<file path="src/rtl/apb_prio_intc.sv">
// APB3 priority interrupt controller: per-source priority and threshold, plus a
// claim/complete handshake that allows a single interrupt in service at a time.
module apb_prio_intc #(
  parameter int NUM_IRQ = 8,
  parameter int PRIO_W  = 3,
  localparam int ID_W   = $clog2(NUM_IRQ + 1)
) (
  input  logic               pclk_i,
  input  logic               rst_i,
  input  logic               psel_i,
  input  logic               penable_i,
  input  logic               pwrite_i,
  input  logic [31:0]        paddr_i,
  input  logic [31:0]        pwdata_i,
  output logic [31:0]        prdata_o,
  output logic               pready_o,
  output logic               pslverr_o,
  input  logic [NUM_IRQ-1:0] irq_i,
  output logic               irq_o,
  output logic [ID_W-1:0]    irq_id_o
);

  localparam logic [5:0] OFF_PEND   = 6'h00;
  localparam logic [5:0] OFF_CLEAR  = 6'h01;
  localparam logic [5:0] OFF_MASK   = 6'h02;
  localparam logic [5:0] OFF_MODE   = 6'h03;
  localparam logic [5:0] OFF_THRESH = 6'h04;
  localparam logic [5:0] OFF_CLAIM  = 6'h05;
  localparam logic [5:0] OFF_PRIO   = 6'h08;

  typedef enum logic [1:0] {IDLE, PEND, SERVICE} state_t;

  state_t              state;
  logic [NUM_IRQ-1:0]  pending, mask, mode, prev;
  logic [PRIO_W-1:0]   thresh;
  logic [PRIO_W-1:0]   prio_q [NUM_IRQ];
  logic [ID_W-1:0]     in_service;

  logic [5:0]          off;
  logic                setup_rd, access, wr_ok, mapped, is_prio;
  logic                claim_go, complete;
  logic [ID_W-1:0]     wr_id, claim_id, best_id;
  logic [PRIO_W-1:0]   best_prio;
  logic [NUM_IRQ-1:0]  eligible, set_vec, clr_vec, pending_nxt;
  logic [31:0]         rd_val;
  logic                unused_bits;

  assign off         = paddr_i[7:2];
  assign setup_rd    = psel_i & ~penable_i & ~pwrite_i;
  assign access      = psel_i & penable_i;
  assign wr_id       = pwdata_i[ID_W-1:0];
  assign claim_id    = prdata_o[ID_W-1:0];
  assign pready_o    = 1'b1;
  assign unused_bits = ^{paddr_i[31:8], paddr_i[1:0], pwdata_i};

  always_comb begin
    is_prio = (off >= OFF_PRIO) && (off < 6'(8 + NUM_IRQ));
    mapped  = (off <= OFF_CLAIM) || is_prio;
  end

  assign pslverr_o = access & (~mapped
                             | (pwrite_i & (off == OFF_PEND))
                             | (pwrite_i & (off == OFF_CLAIM) & (wr_id != in_service)));
  assign wr_ok     = access & pwrite_i & ~pslverr_o;

  // A claim uses the ID captured at setup, so it completes even if that source
  // lost eligibility in between; a zero capture means the read began outside PEND.
  assign claim_go = access & ~pwrite_i & (off == OFF_CLAIM) & (state == PEND) & (claim_id != '0);
  assign complete = wr_ok & (off == OFF_CLAIM) & (state == SERVICE);

  always_comb begin
    best_id   = '0;
    best_prio = '0;
    for (int k = 0; k < NUM_IRQ; k++) begin
      eligible[k] = pending[k] & mask[k] & (prio_q[k] > thresh);
      if (eligible[k] && (prio_q[k] > best_prio)) begin
        best_prio = prio_q[k];
        best_id   = ID_W'(k + 1);
      end
    end
  end

  always_comb begin
    set_vec = (mode & irq_i & ~prev) | (~mode & irq_i);
    clr_vec = '0;
    if (wr_ok && (off == OFF_CLEAR)) clr_vec = pwdata_i[NUM_IRQ-1:0];
    for (int k = 0; k < NUM_IRQ; k++)
      if (claim_go && (claim_id == ID_W'(k + 1))) clr_vec[k] = 1'b1;
    pending_nxt = (pending & ~clr_vec) | set_vec;
  end

  always_comb begin
    rd_val = '0;
    case (off)
      OFF_PEND:   rd_val[NUM_IRQ-1:0] = pending;
      OFF_MASK:   rd_val[NUM_IRQ-1:0] = mask;
      OFF_MODE:   rd_val[NUM_IRQ-1:0] = mode;
      OFF_THRESH: rd_val[PRIO_W-1:0]  = thresh;
      OFF_CLAIM:  if (state == PEND) rd_val[ID_W-1:0] = best_id;
      default:    ;
    endcase
    for (int k = 0; k < NUM_IRQ; k++)
      if (off == 6'(8 + k)) rd_val[PRIO_W-1:0] = prio_q[k];
  end

  always_ff @(posedge pclk_i) begin
    if (rst_i) begin
      state      <= IDLE;
      pending    <= '0;
      mask       <= '0;
      mode       <= '0;
      prev       <= '0;
      thresh     <= '0;
      in_service <= '0;
      prdata_o   <= '0;
      irq_o      <= 1'b0;
      irq_id_o   <= '0;
      for (int k = 0; k < NUM_IRQ; k++) prio_q[k] <= PRIO_W'(1);
    end else begin
      pending  <= pending_nxt;
      prev     <= irq_i;
      irq_id_o <= best_id;
      if (setup_rd) prdata_o <= rd_val;
      if (wr_ok) begin
        case (off)
          OFF_MASK:   mask   <= pwdata_i[NUM_IRQ-1:0];
          OFF_MODE:   mode   <= pwdata_i[NUM_IRQ-1:0];
          OFF_THRESH: thresh <= pwdata_i[PRIO_W-1:0];
          default:    ;
        endcase
        for (int k = 0; k < NUM_IRQ; k++)
          if (off == 6'(8 + k)) prio_q[k] <= pwdata_i[PRIO_W-1:0];
      end
      // No nesting: while in SERVICE nothing but a matching complete leaves.
      case (state)
        IDLE: begin
          if (best_id != '0) begin
            state <= PEND;
            irq_o <= 1'b1;
          end else begin
            irq_o <= 1'b0;
          end
        end
        PEND: begin
          if (claim_go) begin
            state      <= SERVICE;
            in_service <= claim_id;
            irq_o      <= 1'b0;
          end else if (best_id == '0) begin
            state <= IDLE;
            irq_o <= 1'b0;
          end else begin
            irq_o <= 1'b1;
          end
        end
        SERVICE: begin
          irq_o <= 1'b0;
          if (complete) begin
            state      <= IDLE;
            in_service <= '0;
          end
        end
        default: begin
          state <= IDLE;
          irq_o <= 1'b0;
        end
      endcase
    end
  end

endmodule

</file>
<file path="config.mk">
export PLATFORM = sky130hd
export DESIGN_NAME = apb_prio_intc
export DESIGN_NICKNAME = d
export VERILOG_FILES = /design/src/rtl/apb_prio_intc.sv
export SDC_FILE = /design/constraint.sdc
export NUM_CORES = 1
export LEC_CHECK = 0
export ABC_AREA = 0
export BUFFER_PORTS_ARGS = -buffer_cell sky130_fd_sc_hd__buf_2
export CAP_MARGIN = 15
export CORE_MARGIN = 4
export CORE_UTILIZATION = 25
export CTS_BUF_LIST = sky130_fd_sc_hd__clkbuf_4 sky130_fd_sc_hd__clkbuf_8 sky130_fd_sc_hd__clkbuf_16
export CTS_CLUSTER_DIAMETER = 30
export DETAILED_ROUTE_END_ITERATION = 16
export PLACE_DENSITY = 0.51
export SYNTH_ARGS = -nofsm -noshare
export SYNTH_HDL_FRONTEND = slang
export SYNTH_SLANG_ARGS = --single-unit
</file>
<file path="constraint.sdc">
create_clock -name pclk_i -period 10.14 [get_ports pclk_i]
set_input_delay 3.042 -clock pclk_i [delete_from_list [all_inputs] [get_ports pclk_i]]
set_output_delay 3.042 -clock pclk_i [all_outputs]
set_load 0.1 [all_outputs]
</file>
==> results.cfg, run 1 <==
[final_layout]
syn_to_final_growth_pct = 28.42
fin_util_pct = 32.65
fin_area_mm2 = 0.006864
antenna_cells_inserted = 0
fill_cells = 2223
nets = 820
drive_above_1_share_pct = 28.71

[outcome]
status = finished clean

[placed_design]
placed_area_mm2 = 0.006160
hpwl_mm = 11.88
pre_cts_slack_ns = -0.3680
io_buffer_count = 40
place.gp.congestion = 0.8044

[power_and_ir_drop]
swShare_pct = 30.94
power_uw = 796.1
power_switching_uw = 246.3
clockPowerShare_pct = 39.1
p_leak_uw = 0.002897
pwr-share-comb_pct = 17.4
cellInternalPower_uw = 549.8
p_seq_share_pct = 43.6
p_per_area_mw_per_mm2 = 116.0
ir_worst_vdd_mv = 0.09193

[sta]
rsz0062_at_grt = yes
period_share_pct = 97.33
max_freq_ghz = 0.1013
setup_tns_ns = 0
setup_slack_ns = 0.2703
min_period_ns = 9.870
setup_violations = 0
maxSlewViolCount = 0
fin_skew_ns = 0.007508
slew_headroom_pct = 53.15
worst_pin_slew_ns = 0.7027
hold_viol = 0

[worst_hold_path]
hp-class = reg2reg

[die]
die_x_um = 154.2
core.rowCount = 53
core-area_mm2 = 0.02102
start_util_pct = 25.43
die-height_um = 154.2
io_pins = 116
die_area_mm2 = 0.02378

[synthesis]
netlist_instances = 606
yosysSeqAreaShare_pct = 33.71
syn_avg_cell_area_um2 = 8.820
synth_ff_type = dfxtp_1
synth_seq_cells = 78
synth_top_cell_area_share_pct = 20.22
synth_top_cell_by_area = dfxtp_1
async_flop_share_pct = 0
netlist_top_cells_area = dfxtp_1 (20%), edfxtp_1 (13%), ha_1 (9.6%)
synth.distinct_cells = 69
syn_area_mm2 = 0.005345
synth_edf_count = 24
synth_warnings = 0

[grt]
gr-usage-all-layers_pct = 13.38
grt_pass1_wl_mm = 25.39
grt-ovfl-total = 0
antenna_found_initial = 0
grt_max_degree = 64
grt_pass1_vias = 4713

[drt]
drtIter0Drc = 313
drc = 0
drtAntennaViolNets = 0
firstDrtPassIters = 5
dr_total_vias = 4836
vias_per_cell = 4.925
routed_wl_mm = 16.29
routedWlPerCell_um = 16.58

[run]
drv_cap = 0

[clock_tree]
cts_buffers = 9
clk_path_buf_depth = 2
cts-root-buf = clkbuf_16
worst_skew_pair.late_latency_ns = 0.34
cts_tree = yes
clkTransAtPathRegs_ns = 0.06
cts.hold.buffers_added = 0
clock_sinks = 78
htreeDepth = 3

[setup_path]
r2r_slack_ns = 0.27
cp_slowest_stage_delay_ns = 0.39
cp_num_buf_inv = 3
slowest_stage = edfxtp_1
cp.arrival_ns = 10.12
crit_required_ns = 10.39
cp-start-kind = register
worstPathMaxFanout = 4
path_class = reg2reg
endpoint_kind = register
crit_family = simple AND/OR/NAND/NOR gates
==> metrics by stage <==
| step | instances | hold slack (ns) |
|---|---|---|
| final | 982 | 0.4629 |
| after global placement | 953 | 0.4541 |
| after CTS | 975 | 0.4667 |
| after global routing | 982 | 0.4995 |
| after floorplan | 629 | 0.4434 |
| after detailed placement | 953 | 0.4561 |
==> cell usage after synthesis, types with 5 or more instances <==
master	number
a21o_1	13
a21oi_1	31
a221oi_1	10
a22oi_1	9
and2_1	7
buf_4	25
clkbuf_1	17
dfxtp_1	54
edfxtp_1	24
ha_1	41
inv_1	22
mux2_2	5
mux2i_1	30
nand2_1	54
nand2b_1	15
nand3_1	31
nand3b_1	9
nand4_1	10
nor2_1	62
nor2b_1	16
nor3_1	5
o21ai_0	32
==> cells in the final DEF (no fill, tap or decap), types with 24 or more instances in the layout <==
cell type  count
buf_4         63
nor2_1        59
dfxtp_1       54
nand2_1       50
buf_2         40
ha_1          33
mux2i_1       30
nand3_1       28
o21ai_0       26
a21oi_1       25
conb_1        25
edfxtp_1      24
==> flip-flops by register name (all words and copies together) (netlist names) <==
name and cells:
prio_q 24, mask 8, mode 8, pending 8, prdata_o 8, prev 8, in_service 4, irq_id_o 4
thresh 3, state 2, irq_o 1
==> power groups by stage <==
stage | combinational, uW | clock (uW) | sequential [uW]
after floorplan | 101 | 0 | 353
after global placement | 128 | 0 | 353
after detailed placement | 129 | 0 | 353
after CTS | 132 | 316 | 346
after global routing | 149 | 328 | 348
final | 138 | 311 | 347
==> area by class of cell <==
class | count | area [um2] | area share [%]
clock buffers | 11 | 252.7 | 3.682
multi-input cells | 483 | 3622 | 52.77
clock inverters | 5 | 31.28 | 0.4557
repair buffers | 108 | 729.5 | 10.63
inverters | 22 | 82.58 | 1.203
well taps | 275 | 344.1 | 5.013
flip-flops and latches | 78 | 1802 | 26.25
==> metal layers <==
| metal | part of all wire (%) | up-vias | routed length, um | global-route usage, % |
|---|---|---|---|---|
| met4 | 1.2 | 0 | 201 | 3.364 |
| li1 | - | 2368 | - | - |
| met1 | 46 | 2338 | 7520 | 17.76 |
| met2 | 48 | 113 | 7895 | 22.96 |
| met5 | 0 | - | 0 | 0 |
| met3 | 4.1 | 17 | 668 | 1.847 |
==> worst register-to-register path: cells and delay by family (launching register included) <==
kind                     cells  cell delay, ns
buffers and inverters        3            0.37
flip-flops                   1            0.39
AND/OR/NAND/NOR             22            2.99
multiplexers                 4            1.32
adder cells (fa/ha/maj)      8            2.13
AO/OA/AOI/OAI               13            2.59
==> cells by family (layout without fill, tap and decap cells) <==
kind of cell	after synthesis	count (layout)	synth area share, %
xor gates and xnor gates	4	4	0.6554
and+or+nand+nor	236	236	22.54
other	2	25	0.1405
adders and majority gates	41	41	9.597
buffers and inverters	68	146	6.671
DFF	78	78	33.71
muxes	36	36	6.952
AOI/OAI and AO/OA	141	141	19.73
==> worst paths after layout <==
path,startpoint,endpoint,cells after the start
max,prio_q[0][1],state[0],50
min reg2reg,in_service[1],in_service[1],2
max reg2reg,prio_q[0][1],state[0],50
min,in_service[1],in_service[1],2
==> repair_timing <==
action | CTS | global route
pin swaps | 6 | 38
gates resized for setup | 12 | 52
endpoints found under the setup margin | 9 | 10
setup buffers | 6 | 7
(Power assumes the default switching activity.)
==> run 2: changes to the inputs <==
--- a/config.mk
+++ b/config.mk
@@ -9,11 +9,11 @@
 export BUFFER_PORTS_ARGS = -buffer_cell sky130_fd_sc_hd__buf_2
 export CAP_MARGIN = 15
 export CORE_MARGIN = 4
-export CORE_UTILIZATION = 25
+export CORE_UTILIZATION = 50
 export CTS_BUF_LIST = sky130_fd_sc_hd__clkbuf_4 sky130_fd_sc_hd__clkbuf_8 sky130_fd_sc_hd__clkbuf_16
 export CTS_CLUSTER_DIAMETER = 30
 export DETAILED_ROUTE_END_ITERATION = 16
-export PLACE_DENSITY = 0.51
+export PLACE_DENSITY = 0.84
 export SYNTH_ARGS = -nofsm -noshare
 export SYNTH_HDL_FRONTEND = slang
 export SYNTH_SLANG_ARGS = --single-unit
==> run 2 against run 1 <==
Clock power is 31% lower. Via count is 2.7% higher. Combinational power fell by 3%. Flip-flop and latch count is the same. Clock-buffer cell count unchanged. Die area fell by 48%. First-iteration DRC count grew 64%. Design area decreased by 8.5%. Register-to-register slack got worse by 0.06 ns. Global-route usage grew 9.7 points. Critical path depth is 2 lower. Largest power group unchanged. Highest routed layer unchanged.
==> results.cfg, run 2 (synthesized netlist as in run 1, its figures left out) <==
[outcome]
status = finished clean

[sta]
timing.hold.ws_ns = 0.4686
fin_skew_ns = 0.01083
setup_violations = 0
setup_tns_ns = 0
max_freq_ghz = 0.1007
min_period_ns = 9.926
worst_pin_slew_ns = 1.248
slew_headroom_pct = 16.65
period_share_pct = 97.89
hold_viol = 0
maxSlewViolCount = 0

[final_layout]
layout.cells.non_filler = 813
final_common_cell = nor2_1
drive_above_1_share_pct = 24.08
nets = 790
regMostFlops = prio_q
layout_common_cells = nor2_1 (59), dfxtp_1 (54), nand2_1 (52), buf_2 (40), buf_4 (37)
register_area_mm2 = 0.001802
fin_util_pct = 60.58
syn_to_final_growth_pct = 17.53
antenna_cells_inserted = 0
largest_reg_flops = 24
multi_input_area_mm2 = 0.003560
fill_cells = 827

[power_and_ir_drop]
ir_worst_vdd_mv = 0.1528
p_leak_uw = 0.002694
p_per_area_mw_per_mm2 = 110.5

[die]
start_util_pct = 51.54
core.rowCount = 37
die-height_um = 111.4
core-area_mm2 = 0.01037
io_pins = 116
die_x_um = 111.4
die_area_mm2 = 0.01241

[clock_tree]
cts_tree = yes
clkTransAtPathRegs_ns = 0.08
clk_path_buf_depth = 2
cts-root-buf = clkbuf_8
htreeDepth = 3
cts_buffers = 9
worst_skew_pair.late_latency_ns = 0.36
clock_sinks = 78

[placed_design]
dpl.cell_count = 785
hpwl_mm = 10.70
io_buffer_count = 40
place.gp.congestion = 0.9223

[setup_path]
r2r_cells = 48
r2r_slack_ns = 0.21
worstPathMaxFanout = 5
cp_common_cell = ha_4
path_class = reg2reg
cp-start-kind = register
timing.rr.end = irq_o
endpoint_kind = register
slowest_stage = edfxtp_1
cp.arrival_ns = 10.18
startpoint = prio_q[0][1]
r2r_start = prio_q[0][1]
crit_required_ns = 10.40
cp_slowest_stage_delay_ns = 0.44

[drt]
dr_total_vias = 4967
vias_per_cell = 6.109
routedWlPerCell_um = 18.11
met2_length_mm = 7.102
routed_wl_mm = 14.72
drc = 0
wl_met3_mm = 1.277
met1_length_mm = 5.791
drtAntennaViolNets = 0
highest_layer = met4
drtIter0Drc = 514
firstDrtPassIters = 5

[worst_hold_path]
hold_depth = 2
min_to = in_service[2]
hp-class = reg2reg
min_from = in_service[2]

[grt]
grt-ovfl-total = 0
grt_pass1_vias = 4928
gr-usage-all-layers_pct = 23.08
antenna_found_initial = 0
grt_pass1_wl_mm = 23.54
grt_max_degree = 64

[run]
drv_cap = 0
## run 2: changes by cell type in the layout (fill, tap and decap cells not counted), sizes merged
cell,before,now
buf,108,78
## run 2: worst max-delay path by stage
stage / endpoint / slack [ns] / cells after the start
final: irq_o / 0.21 / 48
after global routing: irq_o / -0.17 / 49
after CTS: irq_o / 0.02 / 48
after detailed placement: irq_o / -0.22 / 48
after global placement: irq_o / -0.04 / 48
after floorplan: irq_o / 0.007 / 49
## run 2: critical path: cells and delay by family, from the launching register on
kind / cells / cell delay (ns)
fa+ha+maj: 8 / 1.90
flops: 1 / 0.44
mux: 4 / 1.30
compound gates: 15 / 3.31
simple gates: 20 / 2.75
buf+inv: 1 / 0.09
## run 2: area by class of cell
| class | instances | area share (%) |
|---|---|---|
| flip-flops and latches | 78 | 28.68 |
| clock inverters | 5 | 0.5377 |
| repair buffers | 78 | 7.787 |
| inverters | 22 | 1.314 |
| well taps | 136 | 2.709 |
| multi-input cells | 483 | 56.66 |
| clock buffers | 11 | 2.310 |
## run 2: report_power, final
part | total [uW] | switching [uW] | internal [uW]
clock network | 214 | 115 | 98.9
registers | 347 | 14.0 | 333
logic | 134 | 98.9 | 34.9
total | 694 | 228 | 466
## run 2: through the flow
step                      setup WS [ns]  power [uW]  instance area (um2)
after floorplan                0.006732       453.6                 5470
final                            0.2138       694.0                 6282
after global placement         -0.04192       471.5                 5768
after global routing            -0.1748       719.5                 6282
after CTS                       0.01964       686.0                 5988
after detailed placement        -0.2234       475.9                 5768
## run 2: timing repair
| item | 4_1_cts | 5_1_grt |
|---|---|---|
| setup buffers | 2 | 10 |
| gates resized for setup | 6 | 38 |
| gates cloned | 0 | 0 |
| pin swaps | 7 | 30 |
| hold buffers | 0 | 0 |
| endpoints found under the setup margin | 9 | 10 |
## run 2: metal layers
| layer | vias up | GRT usage, % |
|---|---|---|
| li1 | 2309 | - |
| met1 | 2324 | 27.95 |
| met2 | 286 | 40.17 |
| met3 | 48 | 4.076 |
| met4 | 0 | 10.14 |
| met5 | - | 0 |
